===== src/rtl/ddr_pkg.sv =====
// ---------------------------------------------------------------------------
// ddr_pkg -- shared definitions for the dance-pad scoring slice.
//
// Contents:
//   state_t    game FSM states (IDLE, PLAY, OVER)
//   BCD_MAX    saturation value of the 4-digit BCD score (9999)
//   COMBO_MAX  saturation value of the binary combo streak (99)
//   bcd_digits number of BCD digits carried by the score
// ---------------------------------------------------------------------------
package ddr_pkg;

   typedef enum logic [1:0] {
      IDLE = 2'd0,
      PLAY = 2'd1,
      OVER = 2'd2
   } state_t;

   localparam int          BCD_DIGITS = 4;
   localparam logic [15:0] BCD_MAX    = 16'h9999;
   localparam logic [6:0]  COMBO_MAX  = 7'd99;

endpackage : ddr_pkg


===== src/rtl/bcd_sat_add.sv =====
// ---------------------------------------------------------------------------
// bcd_sat_add -- adds a small binary increment to a 4-digit packed BCD value,
// saturating at 9999.
//
// Parameters:
//   INC_W  width of the binary increment
//
// Ports:
//   a    input  [15:0]       current BCD value (digit 3 in bits 15:12)
//   inc  input  [INC_W-1:0]  binary amount to add
//   sum  output [15:0]       a + inc in BCD, clamped to BCD_MAX
//
// The increment is injected as the carry into digit 0 and rippled upward;
// each digit keeps (digit + carry) mod 10 and passes the quotient on. A
// carry left over past digit 3 means the result exceeded 9999.
// ---------------------------------------------------------------------------
module bcd_sat_add
   import ddr_pkg::*;
#(
   parameter int INC_W = 3
) (
   input  logic [15:0]      a,
   input  logic [INC_W-1:0] inc,
   output logic [15:0]      sum
);

   logic [15:0] raw;
   int          carry;
   int          t;

   always_comb begin
      // NOTE: every variable written here gets a default before any
      // conditional or loop touches it, so no latch can be inferred.
      raw   = '0;
      carry = int'(inc);
      t     = 0;
      for (int d = 0; d < BCD_DIGITS; d++) begin
         t                = int'(a[4*d +: 4]) + carry;
         raw[4*d +: 4]    = 4'(t % 10);
         carry            = t / 10;
      end
      sum = (carry != 0) ? BCD_MAX : raw;
   end

endmodule : bcd_sat_add


===== src/rtl/score_judge.sv =====
// ---------------------------------------------------------------------------
// score_judge -- judges the bottom row of a rhythm game and keeps score.
//
// Parameters:
//   LANES     number of arrow columns judged
//   MAX_MISS  miss count that ends the game
//
// Ports:
//   clk       input   1                     system clock, rising edge
//   Reset     input   1                     synchronous, active-high
//   is10      input   1                     one-cycle step tick
//   start     input   1                     one-cycle start/restart request
//   lightOn   input   LANES                 bottom-row light per column
//   pressed   input   LANES                 bottom-row press per column
//   score     output  16                    4-digit BCD score
//   combo     output  7                     binary streak, 0..99
//   missCnt   output  clog2(MAX_MISS+1)     misses this game
//   playing   output  1                     high in PLAY
//   gameOver  output  1                     high in OVER
//   hitPulse  output  1                     one cycle after a step with hits
//
// Between ticks each lit column remembers whether it was pressed (hit
// latch). On the tick the step is closed: a lit column counts as a hit if
// it was latched or is pressed right now, otherwise as a miss. Results land
// on the outputs one cycle later.
// ---------------------------------------------------------------------------
module score_judge
   import ddr_pkg::*;
#(
   parameter int LANES    = 4,
   parameter int MAX_MISS = 3
) (
   input  logic                         clk,
   input  logic                         Reset,
   input  logic                         is10,
   input  logic                         start,
   input  logic [LANES-1:0]             lightOn,
   input  logic [LANES-1:0]             pressed,
   output logic [15:0]                  score,
   output logic [6:0]                   combo,
   output logic [$clog2(MAX_MISS+1)-1:0] missCnt,
   output logic                         playing,
   output logic                         gameOver,
   output logic                         hitPulse
);

   localparam int HW = $clog2(LANES + 1);
   localparam int MW = $clog2(MAX_MISS + 1);
   // Wide enough to hold missCnt + misses without wrapping.
   localparam int SW = ((MW > HW) ? MW : HW) + 1;

   localparam logic [MW-1:0] MISS_LIMIT = MW'(MAX_MISS);

   state_t            state;
   logic [LANES-1:0]  latch;

   logic [LANES-1:0]  hit_vec;
   logic [LANES-1:0]  miss_vec;
   logic [HW-1:0]     hits;
   logic [HW-1:0]     misses;
   logic [15:0]       score_sum;
   logic [7:0]        combo_sum;
   logic [6:0]        combo_next;
   logic [SW-1:0]     miss_sum;
   logic [MW-1:0]     miss_next;

   // ------------------------------------------------------------------
   // Step judgement: a press arriving together with the tick still counts
   // for the step being closed.
   // ------------------------------------------------------------------
   always_comb begin
      hit_vec  = lightOn & (latch | pressed);
      miss_vec = lightOn & ~hit_vec;
      hits     = '0;
      misses   = '0;
      for (int i = 0; i < LANES; i++) begin
         hits   = hits   + HW'(hit_vec[i]);
         misses = misses + HW'(miss_vec[i]);
      end
   end

   bcd_sat_add #(
      .INC_W (HW)
   ) u_add (
      .a   (score),
      .inc (hits),
      .sum (score_sum)
   );

   // Any miss breaks the streak; otherwise the streak grows by the hits.
   // A step with no lit column gives hits = misses = 0 and changes nothing.
   always_comb begin
      combo_sum = {1'b0, combo} + 8'(hits);
      if (misses != '0) begin
         combo_next = '0;
      end else if (combo_sum > {1'b0, COMBO_MAX}) begin
         combo_next = COMBO_MAX;
      end else begin
         combo_next = combo_sum[6:0];
      end

      miss_sum = SW'(missCnt) + SW'(misses);
      if (miss_sum >= SW'(MAX_MISS)) begin
         miss_next = MISS_LIMIT;
      end else begin
         miss_next = miss_sum[MW-1:0];
      end
   end

   // ------------------------------------------------------------------
   // Game FSM, counters and registered status outputs.
   // ------------------------------------------------------------------
   always_ff @(posedge clk) begin
      // NOTE: all state uses non-blocking assignments so every register
      // updates from values sampled before this edge.
      if (Reset) begin
         state    <= IDLE;
         score    <= '0;
         combo    <= '0;
         missCnt  <= '0;
         latch    <= '0;
         hitPulse <= 1'b0;
         playing  <= 1'b0;
         gameOver <= 1'b0;
      end else begin
         hitPulse <= 1'b0;
         case (state)
            IDLE: begin
               // Counters keep the last game's values until a new start.
               latch <= '0;
               if (start) begin
                  state    <= PLAY;
                  playing  <= 1'b1;
                  gameOver <= 1'b0;
                  score    <= '0;
                  combo    <= '0;
                  missCnt  <= '0;
               end
            end

            PLAY: begin
               if (is10) begin
                  latch    <= '0;
                  score    <= score_sum;
                  combo    <= combo_next;
                  missCnt  <= miss_next;
                  hitPulse <= (hits != '0);
               end else begin
                  latch <= latch | (pressed & lightOn);
               end
               // Game ends once the registered miss count is at the limit.
               if (missCnt == MISS_LIMIT) begin
                  state    <= OVER;
                  playing  <= 1'b0;
                  gameOver <= 1'b1;
                  latch    <= '0;
               end
            end

            OVER: begin
               latch <= '0;
               if (start) begin
                  state    <= IDLE;
                  gameOver <= 1'b0;
               end
            end

            default: begin
               state    <= IDLE;
               playing  <= 1'b0;
               gameOver <= 1'b0;
               latch    <= '0;
            end
         endcase
      end
   end

endmodule : score_judge


===== config.mk =====
export PLATFORM = sky130hd
export DESIGN_NAME = score_judge
export DESIGN_NICKNAME = d
export VERILOG_FILES = /design/src/rtl/ddr_pkg.sv /design/src/rtl/bcd_sat_add.sv /design/src/rtl/score_judge.sv
export SDC_FILE = /design/constraint.sdc
export NUM_CORES = 1
export LEC_CHECK = 0
export BUFFER_PORTS_ARGS = -buffer_cell sky130_fd_sc_hd__buf_2
export CAP_MARGIN = 10
export CORE_AREA = 2 2 60 84
export DETAILED_ROUTE_END_ITERATION = 8
export DIE_AREA = 0 0 62 86
export GPL_ROUTABILITY_DRIVEN = 0
export GPL_TIMING_DRIVEN = 0
export PLACE_DENSITY = 0.84
export REMOVE_ABC_BUFFERS = 1
export SLEW_MARGIN = 20
export SYNTH_ARGS = -nofsm -noshare
export SYNTH_HDL_FRONTEND = slang
export SYNTH_SLANG_ARGS = --single-unit

===== constraint.sdc =====
create_clock -name clk -period 17.35 [get_ports clk]
set_clock_uncertainty 0.05 [all_clocks]
set_input_delay 0 -clock clk [delete_from_list [all_inputs] [get_ports clk]]
set_output_delay 0 -clock clk [all_outputs]
set_load 0.1 [all_outputs]

==> flow_summary_export.csv, run 1 <==
group,metric,value,unit
run,drv_cap,0,
die,die_w,62,um
global_route,grt_usage,26.1,%
clocking,clockRootBuffer,"clkbuf_8",
worst_setup_path,r2r_cells,43,
synthesis,yosysMostFrequentCell,"nand2_1",
drt,finalWirelength,6560,um
synthesis,synth_area_leaders,"dfxtp_1 (24%), ha_1 (8.9%), fa_1 (5.7%)",
synthesis,yosys_register_bits,34,
timing,fmax,100,MHz
final_layout,area_growth,13.4,%
global_route,overflow,0,
global_route,grt_max_degree,18,
synthesis,synth_largest_area_cell,"dfxtp_1",
die,num_io_pins,40,
timing,slew_headroom,52.2,%
global_route,grt_pass1_vias,2556,
clocking,cts_buffers,5,
global_route,grt_pass1_wl,10800,um
worst_setup_path,ff2ff_setup_slack,7380,ps
timing,finalMaxSlewViolations,0,
final_layout,drive_above_1_share,15.1,%
clocking,cts_setup_buffers,0,
drt,viasPerCell,5.96,
die,start_util,61.8,%
placed_design,io_buffers,39,
synthesis,async_reset_ff_share,0,%
pwr,leakage,0.00145,uW
global_route,met3_usage,3.17,%
drt,avgRoutedWirePerCell,14.5,um
synthesis,syn_inst,356,
die,rows,29,
worst_setup_path,endpoint_kind,"flip-flop",
global_route,busiest_layer,"met2",
synthesis,netlist_area,2810,um^2
die,die_h,86,um
synthesis,yosys_warnings,0,
die,placeableCoreArea,4540,um^2
drt,drtPass1Iterations,4,
synthesis,ys_types,58,
drt,drc_errors,0,
synthesis,ys.flop_type,"dfxtp_1",
worst_setup_path,cp-start-kind,"flip-flop",
timing,setup-tns-final,0,ps
worst_setup_path,cp_max_fo,10,
global_route,use_met1,29.3,%
run_status,status,"finished, final reports clean",
drt,antenna_left,0,
placed_design,place_area,2990,um^2
pwr,powerDensity,59.5,nW/um^2
synthesis,seq_area_frac_synth,24.3,%
die,dieArea,5330,um^2
synthesis,synth_top_area_share,24.3,%
clocking,cts_tree,"yes",
drt,vias,2700,
placed_design,dpl.hpwl,4840,um
timing,finalCritPeriodShare,57.4,%
synthesis,postSynthAreaPerCell,7.88,um^2
timing,worst_pin_slew,709,ps
worst_setup_path,path_common_cell,"ha_1",
final_layout,diodes,0,
worst_setup_path,regToRegStartpoint,"latch[0]",
worst_setup_path,slowest_stage,"o21ai_0",
timing,whs,21.9,ps
global_route,met2_usage,47.1,%
timing,rsz0062_at_grt,"false",
final_layout,num-nets-final,431,
min_path,hold_class,"input port to flip-flop",
pwr,peakVddDrop,0.0335,mV
min_path,min_path_cells,2,
worst_setup_path,worst_ep_arrival_time,10090,ps
min_path,hold_end,"playing",
synthesis,ys_top_cells_by_count,"nand2_1 (40), dfxtp_1 (34), a21oi_1 (28), nor2_1 (28), inv_1 (27)",
timing,hold_violations,0,
drt,detail_route.iter0.violations,148,
final_layout,fin_area,3180,um^2
global_route,antenna_found_initial,0,
clocking,ctsHtreeMaxLevel,2,
worst_setup_path,crit_type,"flip-flop to flip-flop",
worst_setup_path,critPathRequiredTime,17480,ps
clocking,insertion_delay,280,ps
min_path,min_from,"Reset",
worst_setup_path,r2r_end,"score[2]",
clocking,clock-sinks,34,
clocking,clock_path_buffers,2,
worst_setup_path,cpPeakStageDelay,600,ps
synthesis,synth-edff-count,0,
timing,fin_crit,9970,ps
clocking,path_clk_slew,70,ps
timing,setup_viol,0,
[area by class of cell]
cell class / instances / area, um^2
Inverter: 28 / 105
Multi-Input combinational cell: 274 / 1920
Fill cell: 371 / 1360
Tap cell: 62 / 77.6
Clock buffer: 6 / 82.6
Timing Repair Buffer: 48 / 287
Clock inverter: 1 / 30.0
Sequential cell: 34 / 681
[metrics by stage]
stage	cells	worst slack [ps]	total power [uW]	util, %
6_report	453	7380	189	70.1
3_5_place_dp	438	7500	113	65.9
4_1_cts	453	7450	190	70.1
3_3_place_gp	437	7780	112	65.6
2_1_floorplan	336	8520	105	-
5_1_grt	453	6560	196	70.1
[power breakdown]
part / leakage, uW / total (uW) / switching, uW / internal, uW
Sequential: 0.000275 / 80.6 / 1.37 / 79.3
Clock: 0.0000573 / 75.8 / 29.8 / 46.0
Combinational: 0.00112 / 32.7 / 21.5 / 11.1
[cells by family after synthesis]
group / Yosys count / synth area share, %
buffers and inverters: 48 / 7.45
and+or+nand+nor: 119 / 21.3
xor gates and xnor gates: 9 / 3.66
muxes: 1 / 0.357
AOI/OAI and AO/OA: 117 / 28.4
adders and majority gates: 28 / 14.6
DFF: 34 / 24.3
[worst max-delay path by stage]
stage                   from        to  slack [ps]
finish              latch[0]  score[2]        7380
global route        latch[0]  score[6]        6560
CTS                 latch[0]  score[2]        7450
detailed placement  latch[0]  score[2]        7500
global placement    latch[0]  score[2]        7780
floorplan           latch[0]  score[6]        8520
[critical path: cells and delay by family, from the launching register on]
family / cells / cell delay (ps)
AOI/OAI and AO/OA: 16 / 3620
adders and majority gates: 13 / 4140
buffers and inverters: 8 / 680
DFF: 1 / 360
and+or+nand+nor: 6 / 1010
[per-layer routing]
| metal | routed length, um | up-vias | part of all wire (%) |
|---|---|---|---|
| li1 | - | 1350 | - |
| met1 | 2710 | 1268 | 41 |
| met2 | 3490 | 68 | 53 |
| met3 | 209 | 14 | 3.2 |
| met4 | 150 | 0 | 2.3 |
| met5 | 0 | - | 0 |
[state kept, by name, summed over array words and instances (netlist names)]
signal / count
state: 2
gameOver: 1
missCnt: 2
score: 16
latch: 4
hitPulse: 1
playing: 1
combo: 7
[layout by cell type, fill, tap and decap left out, types with 4 or more instances in the layout]
cell type,instances
nand2_1,40
buf_2,39
dfxtp_1,34
a21oi_1,28
nor2_1,28
inv_1,27
o21ai_0,21
ha_1,20
a31oi_1,10
o211ai_1,10
nor3_1,9
nor3b_1,8
a211oi_1,8
fa_1,8
dlygate4sd3_1,8
a21o_1,6
nand3_1,6
clkbuf_8,6
nand3b_1,5
xnor2_1,5
nand2b_1,4
o211a_1,4
a22o_1,4
[repair_timing]
item                                    4_1_cts  5_1_grt
gates resized for setup                       0        0
endpoints found under the setup margin        0        0
hold buffers                                  8        0
endpoints found under the hold margin         4        0
No activity file was read; power rests on OpenSTA's default activity.
==> run 2: changes to the inputs <==
--- a/config.mk
+++ b/config.mk
@@ -7,12 +7,12 @@
 export LEC_CHECK = 0
 export BUFFER_PORTS_ARGS = -buffer_cell sky130_fd_sc_hd__buf_2
 export CAP_MARGIN = 10
-export CORE_AREA = 2 2 60 84
+export CORE_AREA = 2 2 62 88
 export DETAILED_ROUTE_END_ITERATION = 8
-export DIE_AREA = 0 0 62 86
+export DIE_AREA = 0 0 64 90
 export GPL_ROUTABILITY_DRIVEN = 0
 export GPL_TIMING_DRIVEN = 0
-export PLACE_DENSITY = 0.84
+export PLACE_DENSITY = 0.79
 export REMOVE_ABC_BUFFERS = 1
 export SLEW_MARGIN = 20
 export SYNTH_ARGS = -nofsm -noshare
==> constraint.sdc (replaced) <==
create_clock -name clk -period 9.9 [get_ports clk]
set_clock_uncertainty 0.05 [all_clocks]
set_input_delay 0 -clock clk [delete_from_list [all_inputs] [get_ports clk]]
set_output_delay 0 -clock clk [all_outputs]
set_load 0.1 [all_outputs]
==> run 2 against run 1 <==
  * Cell count grew 1.5%
  * Count of clock-buffer cells in the layout is the same
  * Flip-flop and latch count is the same
  * Sequential power grew 75%
  * Routed wire length grew 0.52%
  * Sequential share of layout area shrank 0.50 points
  * Final area grew 2.4%
  * Maximum frequency grew 7.5%
  * Non-clock buffer count grew 3
  * Critical endpoint is now score[1]
  * Combinational power grew 76%
  * Clock power grew 78%
==> flow_summary_export.csv, run 2 (synthesis results as in run 1) <==
group,metric,value,unit
worst_setup_path,worst_ep_arrival_time,9450,ps
worst_setup_path,cp_max_fo,10,
timing,setup-tns-final,0,ps
worst_setup_path,r2r_end,"score[1]",
worst_setup_path,ff2ff_setup_slack,630,ps
die,rows,31,
final_layout,largest_reg_flops,16,
drt,detail_route.iter0.violations,147,
clocking,path_clk_slew,70,ps
worst_setup_path,crit_type,"flip-flop to flip-flop",
final_layout,layout_common_cells,"nand2_1 (40), buf_2 (39), dfxtp_1 (34)",
final_layout,final_common_cell,"nand2_1",
timing,finalCritPeriodShare,93.7,%
placed_design,dpl.hpwl,4720,um
final_layout,regMostFlops,"score",
global_route,overflow,0,
pwr,powerDensity,103,nW/um^2
drt,finalWirelength,6600,um
timing,fin_crit,9270,ps
final_layout,diodes,0,
drt,viasPerCell,5.87,
global_route,grt_max_degree,18,
die,placeableCoreArea,5000,um^2
timing,fmax,108,MHz
min_path,min_from,"start",
drt,drtPass1Iterations,4,
clocking,clock-sinks,34,
pwr,leakage,0.00147,uW
drt,avgRoutedWirePerCell,14.3,um
die,die_h,90,um
final_layout,drive_above_1_share,18.0,%
timing,finalMaxSlewViolations,0,
worst_setup_path,critPathLaunch,"latch[0]",
worst_setup_path,endpoint,"score[1]",
worst_setup_path,r2r_cells,43,
die,dieArea,5760,um^2
die,num_io_pins,40,
clocking,cts_buffers,5,
placed_design,io_buffers,39,
drt,vias,2698,
timing,slew_headroom,52.0,%
run_status,status,"finished, final reports clean",
final_layout,reg_top3,"score x16, combo x7, latch x4",
placed_design,dp.cells,442,
clocking,clock_path_buffers,2,
worst_setup_path,endpoint_kind,"flip-flop",
final_layout,fin_area,3260,um^2
die,die_w,64,um
final_layout,final_cells,460,
worst_setup_path,critPathRequiredTime,10080,ps
drt,drc_errors,0,
worst_setup_path,regToRegStartpoint,"latch[0]",
worst_setup_path,cpPeakStageDelay,550,ps
final_layout,num-nets-final,434,
global_route,grt_pass1_vias,2622,
global_route,grt_pass1_wl,11100,um
clocking,ctsHtreeMaxLevel,2,
placed_design,place_area,2990,um^2
die,start_util,56.1,%
worst_setup_path,path_common_cell,"ha_1",
clocking,insertion_delay,290,ps
clocking,cts_tree,"yes",
drt,antenna_left,0,
min_path,hold_class,"input port to flip-flop",
timing,setup_viol,0,
clocking,clockRootBuffer,"clkbuf_8",
pwr,peakVddDrop,0.0565,mV
final_layout,area_growth,16.1,%
run,drv_cap,0,
worst_setup_path,cp-start-kind,"flip-flop",
timing,worst_pin_slew,717,ps
global_route,antenna_found_initial,0,
timing,hold_violations,0,
worst_setup_path,slowest_stage,"fa_1",
global_route,grt_usage,23.6,%
-- run 2: cell count changes in the layout (fill, tap and decap cells not counted), sizes merged --
| cell | delta |
|---|---|
| buf | +3 |
-- run 2: power by group --
group | leakage, uW | internal [uW] | switching (uW) | total, uW
Sequential | 0.000275 | 139 | 2.33 | 141
Combinational | 0.00114 | 19.7 | 37.9 | 57.6
Clock | 0.0000573 | 80.6 | 54.7 | 135
Total | 0.00147 | 239 | 94.9 | 334
-- run 2: timing repair --
action / 4_1_cts / 5_1_grt
hold endpoints to repair: 4 / 0
endpoints found under the setup margin: 0 / 14
hold buffers: 8 / 0
gates resized for setup: 0 / 12
buffers inserted: 0 / 3
-- run 2: layout make-up --
cell class / count / area [um^2]
clock inverter: 1 / 30.0
fill: 442 / 1750
timing repair buffer: 51 / 309
inverter: 28 / 105
sequential: 34 / 681
multi-input combinational: 274 / 1970
clock buffer: 6 / 82.6
tap: 66 / 82.6
-- run 2: how the worst min path moves through the flow --
stage          cells past startpoint       end  slack [ps]
3_3_place_gp                       3  latch[0]         200
2_1_floorplan                      1  combo[3]          20
5_1_grt                            3  state[0]          20
3_5_place_dp                       3  latch[1]         210
4_1_cts                            3  state[0]           1
6_report                           3  state[0]           6
-- run 2: per-stage QoR --
step	util, %	total power, uW	hold slack, ps	setup slack (ps)
after floorplan	-	184	19.1	1070
after global placement	59.5	196	196	289
after detailed placement	59.8	199	209	140
after CTS	63.7	334	0.975	57.0
after global routing	65.1	347	23.4	-58.3
final	65.1	334	6.24	628
-- run 2: metal layers --
layer / part of all wire [%] / wire [um] / GRT usage [%]
met1: 42 / 2740 / 26.7
met2: 52 / 3450 / 42.4
met3: 3.5 / 234 / 4.01
met4: 2.6 / 174 / 9.96
met5: 0 / 0 / 0
-- run 2: worst max-delay path: cells and delay by family, from the launching register on --
family          cells  cell delay (ps)
compound gates     14             2680
fa+ha+maj          13             3980
buf+inv             8              590
flops               1              350
simple gates        8             1580
